===== src/rtl/fetch_stage_if.sv =====
// Instruction-memory fetch channel: request/address out, ready/data back.
// Latency: the response is same-cycle; data is valid for addr in the cycle ready=1.
// Backpressure: memory stalls the fetcher by holding ready low.
//   req   : fetch request (fetcher -> memory)
//   addr  : fetch address (fetcher -> memory)
//   ready : response present this cycle (memory -> fetcher)
//   data  : instruction word (memory -> fetcher)
interface fetch_stage_if;
  logic        req;
  logic [31:0] addr;
  logic        ready;
  logic [31:0] data;

  modport master (output req, output addr, input ready, input data);
  modport slave  (input req, input addr, output ready, output data);
endinterface


===== src/rtl/fetch_stage.sv =====
// IF stage: PC register, IF/ID register and a one-entry hold buffer for stalls.
// Latency: an instruction lands in IF/ID one edge after its ready cycle.
// Backpressure: stall_i freezes PC/IF/ID; a fetch completing while stalled is parked in buf.
// Ports: clk_i/rst_i (async active-low) | start_i, stall_i, flush_i, target_i control
//        imem (master modport) | inst_o, pc4_o, valid_o = IF/ID | stall_cnt_o counter
module fetch_stage #(
  parameter logic [31:0] RESET_PC = 32'h0000_0000,
  parameter int          CNT_W    = 16
) (
  input  logic             clk_i,
  input  logic             rst_i,
  input  logic             start_i,
  input  logic             stall_i,
  input  logic             flush_i,
  input  logic [31:0]      target_i,
  fetch_stage_if.master    imem,
  output logic [31:0]      inst_o,
  output logic [31:0]      pc4_o,
  output logic             valid_o,
  output logic [CNT_W-1:0] stall_cnt_o
);

  localparam logic [1:0] ST_IDLE = 2'd0;
  localparam logic [1:0] ST_REQ  = 2'd1;
  localparam logic [1:0] ST_HOLD = 2'd2;

  logic [1:0]       state_q, state_d;
  logic [31:0]      pc_q, pc_d;
  logic [31:0]      inst_q, inst_d;
  logic [31:0]      pc4_q, pc4_d;
  logic             valid_q, valid_d;
  logic [31:0]      buf_q, buf_d;
  logic [CNT_W-1:0] cnt_q, cnt_d;
  logic [31:0]      pc_plus4;

  assign pc_plus4 = pc_q + 32'd4;  // wraps modulo 2^32

  always_comb begin
    state_d = state_q;
    pc_d    = pc_q;
    inst_d  = inst_q;
    pc4_d   = pc4_q;
    valid_d = valid_q;
    buf_d   = buf_q;
    cnt_d   = cnt_q;

    if (stall_i && (state_q != ST_IDLE) && (cnt_q != {CNT_W{1'b1}}))
      cnt_d = cnt_q + {{(CNT_W-1){1'b0}}, 1'b1};

    case (state_q)
      ST_IDLE: begin
        if (start_i) state_d = ST_REQ;
      end
      ST_REQ: begin
        if (flush_i) begin
          // Redirect; any response arriving this cycle belongs to the wrong path.
          pc_d    = target_i;
          inst_d  = 32'h0;
          pc4_d   = 32'h0;
          valid_d = 1'b0;
        end else if (stall_i) begin
          // Park a completing fetch so it is not lost while ID is frozen.
          if (imem.ready) begin
            buf_d   = imem.data;
            state_d = ST_HOLD;
          end
        end else if (imem.ready) begin
          inst_d  = imem.data;
          pc4_d   = pc_plus4;
          valid_d = 1'b1;
          pc_d    = pc_plus4;
        end else begin
          // Memory wait state: feed a bubble, keep pc4 as it was.
          inst_d  = 32'h0;
          valid_d = 1'b0;
        end
      end
      ST_HOLD: begin
        if (flush_i) begin
          pc_d    = target_i;
          inst_d  = 32'h0;
          pc4_d   = 32'h0;
          valid_d = 1'b0;
          state_d = ST_REQ;
        end else if (!stall_i) begin
          // buf holds the word fetched from pc, so pc has not advanced yet.
          inst_d  = buf_q;
          pc4_d   = pc_plus4;
          valid_d = 1'b1;
          pc_d    = pc_plus4;
          state_d = ST_REQ;
        end
      end
      default: state_d = ST_IDLE;
    endcase
  end

  always_ff @(posedge clk_i or negedge rst_i) begin
    if (!rst_i) begin
      state_q <= ST_IDLE;
      pc_q    <= RESET_PC;
      inst_q  <= 32'h0;
      pc4_q   <= 32'h0;
      valid_q <= 1'b0;
      buf_q   <= 32'h0;
      cnt_q   <= {CNT_W{1'b0}};
    end else begin
      state_q <= state_d;
      pc_q    <= pc_d;
      inst_q  <= inst_d;
      pc4_q   <= pc4_d;
      valid_q <= valid_d;
      buf_q   <= buf_d;
      cnt_q   <= cnt_d;
    end
  end

  assign imem.req    = (state_q == ST_REQ);
  assign imem.addr   = pc_q;
  assign inst_o      = inst_q;
  assign pc4_o       = pc4_q;
  assign valid_o     = valid_q;
  assign stall_cnt_o = cnt_q;

endmodule


===== src/flat_wrapper.sv =====
// flat-port wrapper written by rule: the top's interface ports become plain ports
module fetch_stage_flat 
#(
  parameter logic [31:0] RESET_PC = 32'h0000_0000,
  parameter int          CNT_W    = 16
)
  (clk_i, rst_i, start_i, stall_i, flush_i, target_i, inst_o, pc4_o, valid_o, stall_cnt_o, imem_req, imem_addr, imem_ready, imem_data);
  fetch_stage_if imem_i ();
  input  logic clk_i;
  input  logic rst_i;
  input  logic start_i;
  input  logic stall_i;
  input  logic flush_i;
  input  logic [31:0] target_i;
  output logic [31:0] inst_o;
  output logic [31:0] pc4_o;
  output logic valid_o;
  output logic [CNT_W-1:0] stall_cnt_o;
  output wire logic [$bits(imem_i.req)-1:0] imem_req;
  output wire logic [$bits(imem_i.addr)-1:0] imem_addr;
  input wire logic [$bits(imem_i.ready)-1:0] imem_ready;
  input wire logic [$bits(imem_i.data)-1:0] imem_data;
  assign imem_req = imem_i.req;
  assign imem_addr = imem_i.addr;
  assign imem_i.ready = imem_ready;
  assign imem_i.data = imem_data;
  fetch_stage #(.RESET_PC(RESET_PC), .CNT_W(CNT_W)) u_core (.clk_i(clk_i), .rst_i(rst_i), .start_i(start_i), .stall_i(stall_i), .flush_i(flush_i), .target_i(target_i), .imem(imem_i), .inst_o(inst_o), .pc4_o(pc4_o), .valid_o(valid_o), .stall_cnt_o(stall_cnt_o));
endmodule

===== config.mk =====
export PLATFORM = sky130hd
export DESIGN_NAME = fetch_stage_flat
export DESIGN_NICKNAME = d
export VERILOG_FILES = /design/src/rtl/fetch_stage_if.sv /design/src/rtl/fetch_stage.sv /design/src/flat_wrapper.sv
export SDC_FILE = /design/constraint.sdc
export NUM_CORES = 1
export LEC_CHECK = 0
export CORE_ASPECT_RATIO = 2
export CORE_MARGIN = 2
export CORE_UTILIZATION = 50
export CTS_CLUSTER_SIZE = 40
export DETAILED_ROUTE_END_ITERATION = 8
export PLACE_DENSITY_LB_ADDON = 0.12
export SKIP_LAST_GASP = 1
export SYNTH_ARGS = -nofsm -noshare
export SYNTH_HDL_FRONTEND = slang
export SYNTH_SLANG_ARGS = --single-unit

===== constraint.sdc =====
create_clock -name clk_i -period 3.1 [get_ports clk_i]
set_input_delay 0.62 -clock clk_i [delete_from_list [all_inputs] [get_ports clk_i]]
set_output_delay 0.62 -clock clk_i [all_outputs]
set_load 0.005 [all_outputs]

==> metrics.md <==
| Metric | Value |
|---|---|
| Number of distinct standard cells referenced by the synthesized netlist | 50 |
| Number of nets with antenna violations after detailed routing | 0 |
| Core Footprint | 13400 µm² |
| Post-synth EDFFs | 0 |
| Share of async-settable or async-resettable flops after synthesis | 100% |
| Antenna Diode Count | 0 |
| RSZ-0062 raised after global routing | no |
| Count of standard-cell rows | 60 |
| Slowest cell on the critical path | sky130_fd_sc_hd__or4_1 |
| Status | finished clean |
| Top cell type's share of synthesized area | ~54% |
| Critical path launch point type | flop |
| First-pass DRT Iterations | 5 |
| Post-route DRC | 0 |
| Detailed Place HPWL | 13200 µm |
| Leakage | 3.94 nW |
| Clock Skews | 0.00984 ns |
| Number of primary I/O pins | 184 |
| Setup-violating endpoint count in the final report | 0 |
| Actual transition at the worst max-transition pin | ~0.68 ns |
| Fin. max-slew vios | 0 |
| Count of maximum capacitance violations | 0 |
| Cell Pwr Density | 983 nW/µm² |
| CTS tree | built |
| Vertical extent of the die | 169 µm |
| Port Buf Inserts | 183 |
| First-pass GRT wire length | 30000 µm |
| Most instantiated flip-flop cell in the synthesis netlist | sky130_fd_sc_hd__dfrtp_1 |
| Largest net degree at the start of global routing | 67 |
| Net Count, Synth | 730 |
| RD Place Congestion | ~0.91 |
| Avg Synthesized Cell Area | around 10 µm² |
| Ratio of cells with drive above 1 in the final layout | 11.7% |
| Delay contributed by the slowest stage of the critical path | 0.55 ns |
| Max clock buf depth | 2 |
| Main area contributors after synthesis | sky130_fd_sc_hd__dfrtp_1 54%, sky130_fd_sc_hd__o21ai_0 6.0%, sky130_fd_sc_hd__nand2_1 5.9%, sky130_fd_sc_hd__mux2_2 5.7%, sky130_fd_sc_hd__a22oi_1 5.3% |
| Normalized max-slew margin | 54.6% |
| Final Critical Period | 2.53 ns |
| Sequential cell area fraction in the yosys report | 54.3% |
| Congestion Overflow GR | 0 |
| Die Outline Area | roughly 15000 µm² |
| Area of all placed cells without fillers | around 9400 µm² |
| Vias per inst | 5.82 |
| Maximum clock rate | 0.395 GHz |
| Initial standard-cell utilization of the core | about half |
| Die X-Extent | around 86 µm |
| CTS clock-pin slew for the worst setup and hold paths | 0.07 ns |
| Antenna violations before repair | 0 |
| Clock root buffer | sky130_fd_sc_hd__clkbuf_16 |
| Final clock period utilization by the worst path | approximately 82% |
| Cell area after placement | 8820 µm² |
| Count of warnings emitted by yosys | 0 |
| Peak VDD IR | 574 µV |
| Endpoint required time on the critical path | 3.39 ns |
| Number of clock buffers inserted by TritonCTS | 17 |
| Final Hold Viols | 0 |
| Setup TNS | 0 ns |
| Worst setup EP type | flop |
| Final net count | 910 |
| Worst min-delay path category | primary input to asynchronous set/reset pin |
| Total of cells resized after clock tree synthesis | 0 |
| Hold-fix buffers, CTS | 0 |
| Number of filler instances in the final layout | 1035 |
| Family with the most delay on the worst path | buffers and inverters |
| Clock sink count | 147 |
| GRT Overall Usage | about a quarter |
| Iteration-0 DRC Markers | 271 |
| Number of global-route vias before repair | between 6000 and 7000 |
| Post-route total power | 0.00926 W |
| Max FO, Critical Path | 43 |
| Synth area leader | sky130_fd_sc_hd__dfrtp_1 |
| Number of vias after detailed routing | just under 6000 |
| CP Data Arrival Time | 2.82 ns |
| Area Overhead vs Synth | 39.2% |
| Cell count after synthesis | 654 |
| CTS H-tree lvls | 4 |
| Cell Chain, Critical Path | inv_1, ha_1, buf_4, inv_1, or4_1, buf_4, o32ai_1, nor2b_1 |
| Insertion delay of the later-clocked pin in the worst-skew pair | 0.42 ns |
| Wire length per cell after detailed routing | 18.4 µm |
| Post-CTS setup repair buffer count | 0 |
| WL final | 18400 µm |
| Register bit count reported by yosys | 147 |
| Count of buffering cells on the critical path with inverters included | 4 |
| Netlist area before placement | about 6800 µm² |
| Kind of critical path | flop to flop |
## area by class of cell
type / count / area (µm²) / share of cell area, %
Tap cell: 155 / 194 / 2.06
Clock inverter: 14 / 164 / 1.74
Clock buffer: 18 / 439 / 4.66
Inverter: 11 / 41.3 / 0.438
Sequential cell: 147 / 3680 / 39.0
Multi-Input combinational cell: 454 / 2910 / 30.9
Timing Repair Buffer: 203 / 2000 / 21.2
## layout by cell type, fill, tap and decap left out, types with 2 or more instances in the layout
cell / instances
sky130_fd_sc_hd__a22oi_1: 48
sky130_fd_sc_hd__o22ai_1: 2
sky130_fd_sc_hd__mux2_2: 34
sky130_fd_sc_hd__clkdlybuf4s50_1: 182
sky130_fd_sc_hd__and2_1: 4
sky130_fd_sc_hd__xnor2_1: 24
sky130_fd_sc_hd__nor2_1: 16
sky130_fd_sc_hd__nor2b_2: 2
sky130_fd_sc_hd__bufinv_16: 2
sky130_fd_sc_hd__nor4_2: 2
sky130_fd_sc_hd__o2bb2ai_1: 2
sky130_fd_sc_hd__nor2b_1: 3
sky130_fd_sc_hd__dfrtp_1: 147
sky130_fd_sc_hd__a21oi_1: 8
sky130_fd_sc_hd__inv_6: 5
sky130_fd_sc_hd__clkinv_4: 2
sky130_fd_sc_hd__clkbuf_16: 17
sky130_fd_sc_hd__nor3_1: 9
sky130_fd_sc_hd__and4_1: 5
sky130_fd_sc_hd__nand4_1: 16
sky130_fd_sc_hd__nand2_1: 105
sky130_fd_sc_hd__xor2_1: 16
sky130_fd_sc_hd__inv_8: 2
sky130_fd_sc_hd__nor2_2: 2
sky130_fd_sc_hd__o211ai_1: 3
sky130_fd_sc_hd__and3_1: 12
sky130_fd_sc_hd__inv_1: 11
sky130_fd_sc_hd__a22o_1: 4
sky130_fd_sc_hd__clkinvlp_4: 2
sky130_fd_sc_hd__a311oi_1: 5
sky130_fd_sc_hd__a211oi_1: 3
sky130_fd_sc_hd__o21a_1: 3
sky130_fd_sc_hd__buf_4: 19
sky130_fd_sc_hd__nand3_1: 16
sky130_fd_sc_hd__o21ai_0: 81
sky130_fd_sc_hd__ha_1: 6
sky130_fd_sc_hd__a21o_1: 3
## logic make-up (layout without fill, tap and decap cells)
kind of cell               Yosys count  after routing  synth area share (%)
buffers and inverters               53            246                  3.20
and+or+nand+nor                    199            199                  14.0
AOI/OAI and AO/OA                  175            175                  16.5
DFF                                147            147                  54.3
adders and majority gates            6              6                  1.11
muxes                               34             34                  5.66
xor gates and xnor gates            40             40                  5.18
## final timing paths
| path | start | to | slack [ns] | depth (start not counted) |
|---|---|---|---|---|
| worst max-delay path | u_core.state_q[0] | u_core.imem.addr[27] | 0.57 | 8 |
| worst min-delay path | rst_i | u_core.inst_o[11] | 0.16 | 1 |
| worst max register to register | u_core.state_q[0] | u_core.imem.addr[27] | 0.57 | 8 |
| worst min register to register | u_core.pc4_o[4] | u_core.pc4_o[4] | 0.48 | 2 |
| max in group asynchronous | rst_i | u_core.imem.addr[24] | 2.02 | 2 |
| min in group clk_i | u_core.pc4_o[4] | u_core.pc4_o[4] | 0.48 | 2 |
## metrics by stage
step	hold slack, ns	instances	utilization, %	setup slack [ns]
global route	0.192	1002	70.5	0.392
global placement	0.462	970	66.0	0.494
CTS	0.182	1002	70.5	0.567
floorplan	0.324	654	-	1.03
detailed placement	0.469	970	66.0	0.471
finish	0.158	1002	70.5	0.566
## routing by layer
metal / part of all wire (%) / GRT usage, % / routed length, µm
met5: 0 / 0 / 0
met4: 2.2 / 8.90 / 401
met3: 5.1 / 5.22 / 942
met2: 56 / 48.7 / 10300
met1: 37 / 29.4 / 6760
## flip-flops by register name, indices dropped and copies added, names as in the netlist
register	flops
u_core.state_q	2
u_core.pc4_o	32
u_core.buf_q	32
u_core.stall_cnt_o	16
u_core.valid_o	1
u_core.imem.addr	32
u_core.inst_o	32
## cell usage after synthesis, types with 2 or more instances
cell type,number
sky130_fd_sc_hd__a211oi_1,3
sky130_fd_sc_hd__a21o_1,3
sky130_fd_sc_hd__a21oi_1,8
sky130_fd_sc_hd__a22o_1,4
sky130_fd_sc_hd__a22oi_1,48
sky130_fd_sc_hd__a311oi_1,5
sky130_fd_sc_hd__and2_1,4
sky130_fd_sc_hd__and3_1,12
sky130_fd_sc_hd__and4_1,5
sky130_fd_sc_hd__buf_1,2
sky130_fd_sc_hd__buf_2,8
sky130_fd_sc_hd__buf_4,2
sky130_fd_sc_hd__clkbuf_1,30
sky130_fd_sc_hd__dfrtp_1,147
sky130_fd_sc_hd__ha_1,6
sky130_fd_sc_hd__inv_1,11
sky130_fd_sc_hd__mux2_2,34
sky130_fd_sc_hd__nand2_1,106
sky130_fd_sc_hd__nand3_1,16
sky130_fd_sc_hd__nand4_1,16
sky130_fd_sc_hd__nor2_1,17
sky130_fd_sc_hd__nor2b_1,5
sky130_fd_sc_hd__nor3_1,9
sky130_fd_sc_hd__nor4_1,3
sky130_fd_sc_hd__o211ai_1,3
sky130_fd_sc_hd__o21a_1,3
sky130_fd_sc_hd__o21ai_0,81
sky130_fd_sc_hd__o22ai_1,2
sky130_fd_sc_hd__o2bb2ai_1,2
sky130_fd_sc_hd__xnor2_1,24
sky130_fd_sc_hd__xor2_1,16
## report_power, final
| part | internal, W | leakage [nW] | switching (W) |
|---|---|---|---|
| Combinational | 0.00194 | 1.76 | 0.00188 |
| Sequential | 0.00270 | 1.89 | 0.000662 |
| Clock | 0.00123 | 0.292 | 0.000858 |
No activity file was read; power rests on OpenSTA's default activity.
